File: config.mk
export PLATFORM = sky130hd
export DESIGN_NAME = divisor_dispatcher
export DESIGN_NICKNAME = d
export VERILOG_FILES = /design/src/rtl/divisor_pkg.sv /design/src/rtl/divisor_fifo.sv /design/src/rtl/divisor_dispatcher.sv
export SDC_FILE = /design/constraint.sdc
export NUM_CORES = 1
export LEC_CHECK = 0
export CAP_MARGIN = 10
export CORE_MARGIN = 3
export CORE_UTILIZATION = 58
export DETAILED_ROUTE_END_ITERATION = 12
export PLACE_DENSITY = 0.85
export SYNTH_ARGS = -nofsm -noshare
export SYNTH_HDL_FRONTEND = slang
export SYNTH_SLANG_ARGS = --single-unit
File: constraint.sdc
create_clock -name clk -period 4.6 [get_ports clk]
set_input_delay 0.69 -clock clk [delete_from_list [all_inputs] [get_ports clk]]
set_output_delay 0.69 -clock clk [all_outputs]
set_load 0.1 [all_outputs]
File: src/rtl/divisor_pkg.sv
// Shared FSM state encoding and fixed result constants for the divisor dispatcher.
package divisor_pkg;

   typedef logic [1:0] state_t;

   localparam state_t ST_IDLE  = 2'd0;
   localparam state_t ST_ISSUE = 2'd1;
   localparam state_t ST_WAIT  = 2'd2;
   localparam state_t ST_HOLD  = 2'd3;

   // Divide-by-zero quotient is all ones; replicated to SIZE bits at the use site.
   localparam logic DIV0_COC_BIT = 1'b1;

endpackage

File: src/rtl/divisor_fifo.sv
// Operand-pair queue feeding the dispatcher; head entry is visible without popping.
module divisor_fifo
   import divisor_pkg::*;
#(
   parameter int SIZE  = 8,
   parameter int DEPTH = 4
) (
   input  logic                     clk,
   input  logic                     rst,
   input  logic                     push,
   input  logic                     pop,
   input  logic [SIZE-1:0]          push_num,
   input  logic [SIZE-1:0]          push_den,
   output logic                     full,
   output logic                     empty,
   output logic [$clog2(DEPTH):0]   count,
   output logic [SIZE-1:0]          head_num,
   output logic [SIZE-1:0]          head_den
);

   localparam int AW = $clog2(DEPTH);
   localparam logic [AW-1:0] PTR_ONE = AW'(1);
   localparam logic [AW:0]   CNT_ONE = (AW+1)'(1);
   localparam logic [AW:0]   CNT_MAX = (AW+1)'(DEPTH);

   logic [SIZE-1:0] mem_num [DEPTH];
   logic [SIZE-1:0] mem_den [DEPTH];
   logic [AW-1:0]   wr_ptr;
   logic [AW-1:0]   rd_ptr;
   logic            do_push;
   logic            do_pop;

   assign full     = (count == CNT_MAX);
   assign empty    = (count == '0);
   assign do_push  = push && !full;
   assign do_pop   = pop && !empty;
   assign head_num = mem_num[rd_ptr];
   assign head_den = mem_den[rd_ptr];

   always_ff @(posedge clk or posedge rst) begin
      if (rst) begin
         wr_ptr <= '0;
         rd_ptr <= '0;
         count  <= '0;
      end else begin
         if (do_push) wr_ptr <= wr_ptr + PTR_ONE;
         if (do_pop)  rd_ptr <= rd_ptr + PTR_ONE;
         case ({do_push, do_pop})
            2'b10:   count <= count + CNT_ONE;
            2'b01:   count <= count - CNT_ONE;
            default: count <= count;
         endcase
      end
   end

   // Storage carries no reset; entries are only read once count says they are valid.
   always_ff @(posedge clk) begin
      if (do_push) begin
         mem_num[wr_ptr] <= push_num;
         mem_den[wr_ptr] <= push_den;
      end
   end

endmodule

File: src/rtl/divisor_dispatcher.sv
// Queues operand pairs and issues them one at a time to an external divider,
// short-circuiting divide-by-zero and bounding the wait for the divider.
//
// state    | meaning
// ---------+---------------------------------------------------------
// ST_IDLE  | waiting for a queued pair; pops head when one is present
// ST_ISSUE | div_start asserted for this single cycle, timer loaded
// ST_WAIT  | divider busy; waits for div_done or timer terminal count
// ST_HOLD  | result presented until the consumer takes it
module divisor_dispatcher
   import divisor_pkg::*;
#(
   parameter int SIZE    = 8,
   parameter int DEPTH   = 4,
   parameter int TIMEOUT = 64
) (
   input  logic                     clk,
   input  logic                     rst,
   input  logic                     in_valid,
   output logic                     in_ready,
   input  logic [SIZE-1:0]          in_num,
   input  logic [SIZE-1:0]          in_den,
   output logic                     div_start,
   output logic [SIZE-1:0]          div_num,
   output logic [SIZE-1:0]          div_den,
   input  logic                     div_done,
   input  logic [SIZE-1:0]          div_coc,
   input  logic [SIZE-1:0]          div_res,
   output logic                     out_valid,
   input  logic                     out_ready,
   output logic [SIZE-1:0]          out_coc,
   output logic [SIZE-1:0]          out_res,
   output logic                     out_div0,
   output logic                     out_err,
   output logic [$clog2(DEPTH):0]   count
);

   localparam int TW = $clog2(TIMEOUT + 1);
   localparam logic [TW-1:0] TMR_LOAD = TW'(TIMEOUT - 1);
   localparam logic [TW-1:0] TMR_ONE  = TW'(1);

   state_t          state;
   logic [TW-1:0]   tmr;
   logic            full;
   logic            empty;
   logic            push;
   logic            pop;
   logic [SIZE-1:0] head_num;
   logic [SIZE-1:0] head_den;

   assign in_ready  = !full && !rst;
   assign push      = in_valid && in_ready;
   assign pop       = (state == ST_IDLE) && !empty;
   assign div_start = (state == ST_ISSUE);

   divisor_fifo #(
      .SIZE  (SIZE),
      .DEPTH (DEPTH)
   ) u_fifo (
      .clk      (clk),
      .rst      (rst),
      .push     (push),
      .pop      (pop),
      .push_num (in_num),
      .push_den (in_den),
      .full     (full),
      .empty    (empty),
      .count    (count),
      .head_num (head_num),
      .head_den (head_den)
   );

   always_ff @(posedge clk or posedge rst) begin
      if (rst) begin
         state     <= ST_IDLE;
         tmr       <= '0;
         div_num   <= '0;
         div_den   <= '0;
         out_valid <= 1'b0;
         out_coc   <= '0;
         out_res   <= '0;
         out_div0  <= 1'b0;
         out_err   <= 1'b0;
      end else begin
         case (state)
            ST_IDLE: begin
               if (!empty) begin
                  if (head_den == '0) begin
                     out_coc   <= {SIZE{DIV0_COC_BIT}};
                     out_res   <= head_num;
                     out_div0  <= 1'b1;
                     out_err   <= 1'b0;
                     out_valid <= 1'b1;
                     state     <= ST_HOLD;
                  end else begin
                     div_num <= head_num;
                     div_den <= head_den;
                     state   <= ST_ISSUE;
                  end
               end
            end
            ST_ISSUE: begin
               tmr   <= TMR_LOAD;
               state <= ST_WAIT;
            end
            ST_WAIT: begin
               // A done arriving on the terminal-count cycle still wins over the timeout.
               if (div_done) begin
                  out_coc   <= div_coc;
                  out_res   <= div_res;
                  out_div0  <= 1'b0;
                  out_err   <= 1'b0;
                  out_valid <= 1'b1;
                  state     <= ST_HOLD;
               end else if (tmr == '0) begin
                  out_coc   <= '0;
                  out_res   <= '0;
                  out_div0  <= 1'b0;
                  out_err   <= 1'b1;
                  out_valid <= 1'b1;
                  state     <= ST_HOLD;
               end else begin
                  tmr <= tmr - TMR_ONE;
               end
            end
            ST_HOLD: begin
               if (out_ready) begin
                  out_valid <= 1'b0;
                  out_div0  <= 1'b0;
                  out_err   <= 1'b0;
                  state     <= ST_IDLE;
               end
            end
            default: state <= ST_IDLE;
         endcase
      end
   end

endmodule

Word level (Yosys, flattened, before mapping)
Memories as Yosys holds them, arrays and structs flattened. Index checks and enable logic that the tools add are counted.

$add $sub $neg: 5. Eq/ne operators: 12. Mux-type cells: 34. Bitwise logic cells: 2. Reduce and logical (&&, ||, !) cells: 21.

Operators with widths (number): $mux 8 (7); $pmux 8 s2 (2); $mux 7 (2); $pmux 7 s2 (1); $mux 1 (12); $mux 2 (5); $pmux 1 s3 (3); $reduce_and 3->1 (3); $logic_not 8->1 (1); $ne 2x2->1 const B (4); $pmux 2 s4 (1); $logic_not 7->1 (1); $sub 7x1->7 const B (1); $eq 2x2->1 const B (3); $pmux 3 s2 (1); $reduce_bool 2->1 (3); $logic_and 1x1->1 (5); $reduce_and 5->1 (1); $add 2x1->2 const B (2); $eq 2x1->1 const B (2); $reduce_and 4->1 (1); $add 3x1->3 const B (1); $eq 3x3->1 const B (1); $logic_not 1->1 (3); 7 further kinds (8).

Flip-flop bits (word level): 51. Bits in writable memories: 64. Input port bits: 37. Logic and storage cells: 88. Memories: 2.

Memories: u_fifo.mem_den (words 4, bits a word 8, rd ports 1, clocked after memory_dff 0, wr ports 1, RTL line divisor_fifo.sv:27) `logic [SIZE-1:0] mem_den [DEPTH];`; u_fifo.mem_num (words 4, bits a word 8, rd ports 1, clocked after memory_dff 0, wr ports 1, RTL line divisor_fifo.sv:26) `logic [SIZE-1:0] mem_num [DEPTH];`.

Depth between registers and ports, before layout
Word-level depth: 7. Depth in mapped cells: 11. Mapped depth without buffers: 10.

Modules after synthesis
Synthesis repeated with hierarchy kept, for this count alone.

Cells, all modules: 299. Area total of the unflattened synthesis: 4953.5 µm².

By module, submodules not included: divisor_fifo (instances 1, cells each 122, area each 2778.9 µm², seq. area each 2097.0 µm²); divisor_dispatcher (instances 1, cells each 177, area each 2174.6 µm², seq. area each 1101.1 µm²).

Least setup slack after synthesis
OpenSTA, ideal clock, no wires.

Kind: register to register. Start point: register u_fifo.count[1]. End point: register u_fifo.count[2]. Setup time: 0.163 ns. Arrival time: 4.137 ns. Data required time: 4.437 ns. Path slack: 0.300 ns. Cell stages (with the launch flop): 11. Buffers on the path: 0. Period minus slack after synthesis: 4.300 ns. Cells stage by stage: dfrtp_1 inv_1 a31oi_1 and2_1 inv_1 ha_1 inv_1 fa_1 xor2_1 nor2_1 xor2_1.

Longest elaborated chain between the ends: 7.

RTL lines: from (decl) (RTL line divisor_fifo.sv:16) `output logic [$clog2(DEPTH):0] count,`; from (signal assigned) (RTL line divisor_fifo.sv:49) `2'b10: count <= count + CNT_ONE;`; from (signal assigned) (RTL line divisor_fifo.sv:50) `2'b01: count <= count - CNT_ONE;`; from (signal assigned) (RTL line divisor_fifo.sv:51) `default: count <= count;`; $eq 3x3->1 (*) (RTL line divisor_fifo.sv:33) `assign full = (count == CNT_MAX);`; $logic_not 1->1 (*) (RTL line divisor_dispatcher.sv:51) `assign in_ready = !full && !rst;`; $logic_and 1x1->1 (*) (RTL line divisor_dispatcher.sv:51); named net in_ready (RTL line divisor_dispatcher.sv:20) `output logic in_ready,`; $logic_and 1x1->1 (*) (RTL line divisor_dispatcher.sv:52) `assign push = in_valid && in_ready;`; $logic_and 1x1->1 (*) (RTL line divisor_fifo.sv:35) `assign do_push = push && !full;`; $eq 2x1->1 or $eq 2x2->1 (tied branches) (RTL line divisor_fifo.sv:48) `case ({do_push, do_pop})`; $pmux 3 s2 or $reduce_bool 2->1 (tied branches).

The timed path passes the listed nets; every way through them passes the cells marked *. A chain may end at the register's enable or synchronous reset.

Worst setup path in the final report
Start point: register u_fifo.rd_ptr[0]. End point: register out_div0.

Longest elaborated chain between the ends: 4.

RTL lines: from (decl) (RTL line divisor_fifo.sv:29) `logic [AW-1:0] rd_ptr;`; from (signal assigned) (RTL line divisor_fifo.sv:47) `if (do_pop) rd_ptr <= rd_ptr + PTR_ONE;`; $mem_v2 4x8; $logic_not 8->1 (RTL line divisor_dispatcher.sv:88) `if (head_den == '0) begin`; $ne 2x1->1 (no source line); $reduce_and 5->1 (no source line); to (signal assigned) (RTL line divisor_dispatcher.sv:82) `out_div0 <= 1'b0;`; to (signal assigned) (RTL line divisor_dispatcher.sv:91) `out_div0 <= 1'b1;`; to (signal assigned) (RTL line divisor_dispatcher.sv:111) `out_div0 <= 1'b0;`; to (decl) (RTL line divisor_dispatcher.sv:33) `output logic out_div0,`.

No other way between the ends.

==> impl_metrics.tcl <==
set metrics [dict create \
    die_area_sq_um 9711 \
    synth_compound_gate_area_share_pct 9.950 \
    worstPathArrival_ps 3710 \
    coreArea_sq_um 8258 \
    critPathSlowestCell "dfrtp_1" \
    final_cell_mix "clkdlybuf4s50_1, edfxtp_1, dfrtp_1" \
    postCtsHoldBufs 0 \
    routedWlPerCell_um 20.39 \
    synth-seq-cells 115 \
    min_path_type "in2async" \
    grt_pass1_wl_um 17310 \
    cp-start-kind "flip-flop" \
    layout_commonest_cell "clkdlybuf4s50_1" \
    synth_fa_ha_area_share_pct 3.426 \
    cts_tree "built" \
    cts.clk_slew.worst_paths_ps 60 \
    fin_hold_ws_ps 468.4 \
    wirelength_um 10870 \
    synth_edf_count 64 \
    synth_mux_area_share_pct 11.54 \
    h-tree-depth 4 \
    drv_cap 0 \
    dp_hpwl_um 7025 \
    grt_overflow 0 \
    track_usage_pct 23.52 \
    numCtsBuffers 17 \
    n_antenna_cell 0 \
    ys_seq_area_share_pct 64.38 \
    max_stage_delay_ps 720 \
    hold_viol_final 0 \
    min_period_ps 3317 \
    cts_sinks 115 \
    post_cts_buffers 0 \
    synth_top_cell_by_area "edfxtp_1" \
    skew_ps 8.405 \
    synth-main-ff-cell "edfxtp_1" \
    worstMarginPinSlew_ps 995.2 \
    cts_resized 0 \
    grt_max_degree 52 \
    drc 0 \
    syn_inst 330 \
    crit_path_end_kind "flip-flop" \
    synthSimpleGateAreaFrac_pct 6.902 \
    start_util_pct 60.15 \
    syn_area_per_cell_sq_um 15.05 \
    vias 3243 \
    crit_chain "buf_4, mux4_2, nor4_4, nand2_1, a211o_1, mux2_1" \
    drtPass1Iterations 5 \
    fin_crit_sh_pct 72.10 \
    drt_iter0_drc 203 \
    worstPathRequired_ps 4990 \
    fmax_ghz 0.3015 \
    numPortBuffers 76 \
    via_per_inst 6.084 \
    yosys.area.top_type_share_pct 38.69 \
    finalWeightedCongestion 0.8071 \
    areaGrowthSynthToFinish_pct 28.74 \
    rsz0062_at_grt "no" \
    nFillCells 474 \
    antenna_left 0 \
    slew_violations 0 \
    syn_nets 380 \
    crit_fanout 11 \
    cts_buffer_depth 2 \
    cts_root_buf "clkbuf_8" \
    antenna_found_initial 0 \
    synthTopCellsByArea "edfxtp_1, dfrtp_1, mux4_2" \
    worst_slew_margin_rel_pct 33.45 \
    synthXorXnorAreaFrac_pct 1.058 \
    grt_pass1_vias 3352 \
    nets 465 \
    clk_latency_ps 510 \
    drive_gt1_share_pct 15.65 \
    dieHeight_um 98.55 \
    synth_top_family_by_area "multiplexers" \
    ys.warnings.count 0 \
    synth_cell_types 44 \
    setup_viol 0 \
    dieWidth_um 98.55 \
    setup_tns_ps 0 \
    criticalPathCategory "reg2reg" \
    row_count 33 \
    status "complete, no violations" \
    synthesis.area_sq_um 4967 \
    async_reset_ff_share_pct 44.35 \
    ios 77 \
]
## worst max-delay path, delay by kind of cell (launching register included)
family	cells	cell delay, ps
AOI/OAI and AO/OA	1	430
buffers and inverters	1	330
DFF	1	720
muxes	2	910
and+or+nand+nor	2	810
## cell type report
class	instances	area [sq um]	area share, %
well taps	105	131.4	2.054
clock inverters	15	146.4	2.289
multi-input cells	180	1633	25.53
clock buffers	17	414.1	6.476
inverters	23	86.33	1.350
repair buffers	78	785.8	12.29
flip-flops and latches	115	3198	50.01
## registers in the layout, summed over array words and instances, names as in the netlist
name / flops
u_fifo.mem_den: 32
u_fifo.mem_num: 32
div_den: 8
div_num: 8
out_coc: 8
out_res: 8
tmr: 7
u_fifo.count: 3
state: 2
u_fifo.rd_ptr: 2
u_fifo.wr_ptr: 2
out_div0: 1
out_err: 1
out_valid: 1
## path summary, 6_finish.rpt
path,start,endpoint,slack [ps],depth (start not counted)
worst max-delay path,u_fifo.rd_ptr[0],out_div0,1280,6
worst min-delay path,rst,div_num[0],470,2
worst max register to register,u_fifo.rd_ptr[0],out_div0,1280,6
worst min register to register,out_err,out_err,510,1
max in group asynchronous,rst,div_den[4],3620,3
min in group clk,out_err,out_err,510,1
## layer usage
metal | global-route usage (%) | routed length (um) | vias up
li1 | - | - | 1447
met3 | 6.794 | 706 | 18
met1 | 29.74 | 4289 | 1638
met4 | 9.979 | 205 | 0
met2 | 38.38 | 5665 | 140
met5 | 0 | 0 | -
## metrics by stage
stage	setup slack, ps	utilization [%]	std cells	area [sq um]
final	1283	77.44	533	6395
after global routing	1064	77.44	533	6395
after CTS	1268	77.20	532	6375
after detailed placement	1347	70.41	500	5814
after global placement	1418	70.41	500	5814
after floorplan	300.0	-	330	4967
## kinds of logic after synthesis
| family | Yosys count |
|---|---|
| flip-flops | 115 |
| adder cells (fa/ha/maj) | 13 |
| AO/OA/AOI/OAI | 63 |
| buffers and inverters | 35 |
| AND/OR/NAND/NOR | 63 |
| multiplexers | 35 |
| XOR/XNOR | 6 |
## cell usage after synthesis, drive strengths merged (2+ instances only)
library cell	count
o22a	8
nand2	24
or3	11
ha	12
nor3	5
o21ai	11
and3	4
edfxtp	64
inv	23
and2	2
xor2	2
o221ai	8
a22oi	8
nand4	2
mux4	16
dfrtp	51
nor2	6
a21oi	5
xnor2	4
a31oi	5
mux2	18
nor2b	2
nand3	2
nor4	2
nand2b	2
buf	7
clkbuf	5
o2111a	8
Power is left out: the tool's default activity adds up to more than one toggle a clock period on the data nets, which glitch-free logic cannot reach.
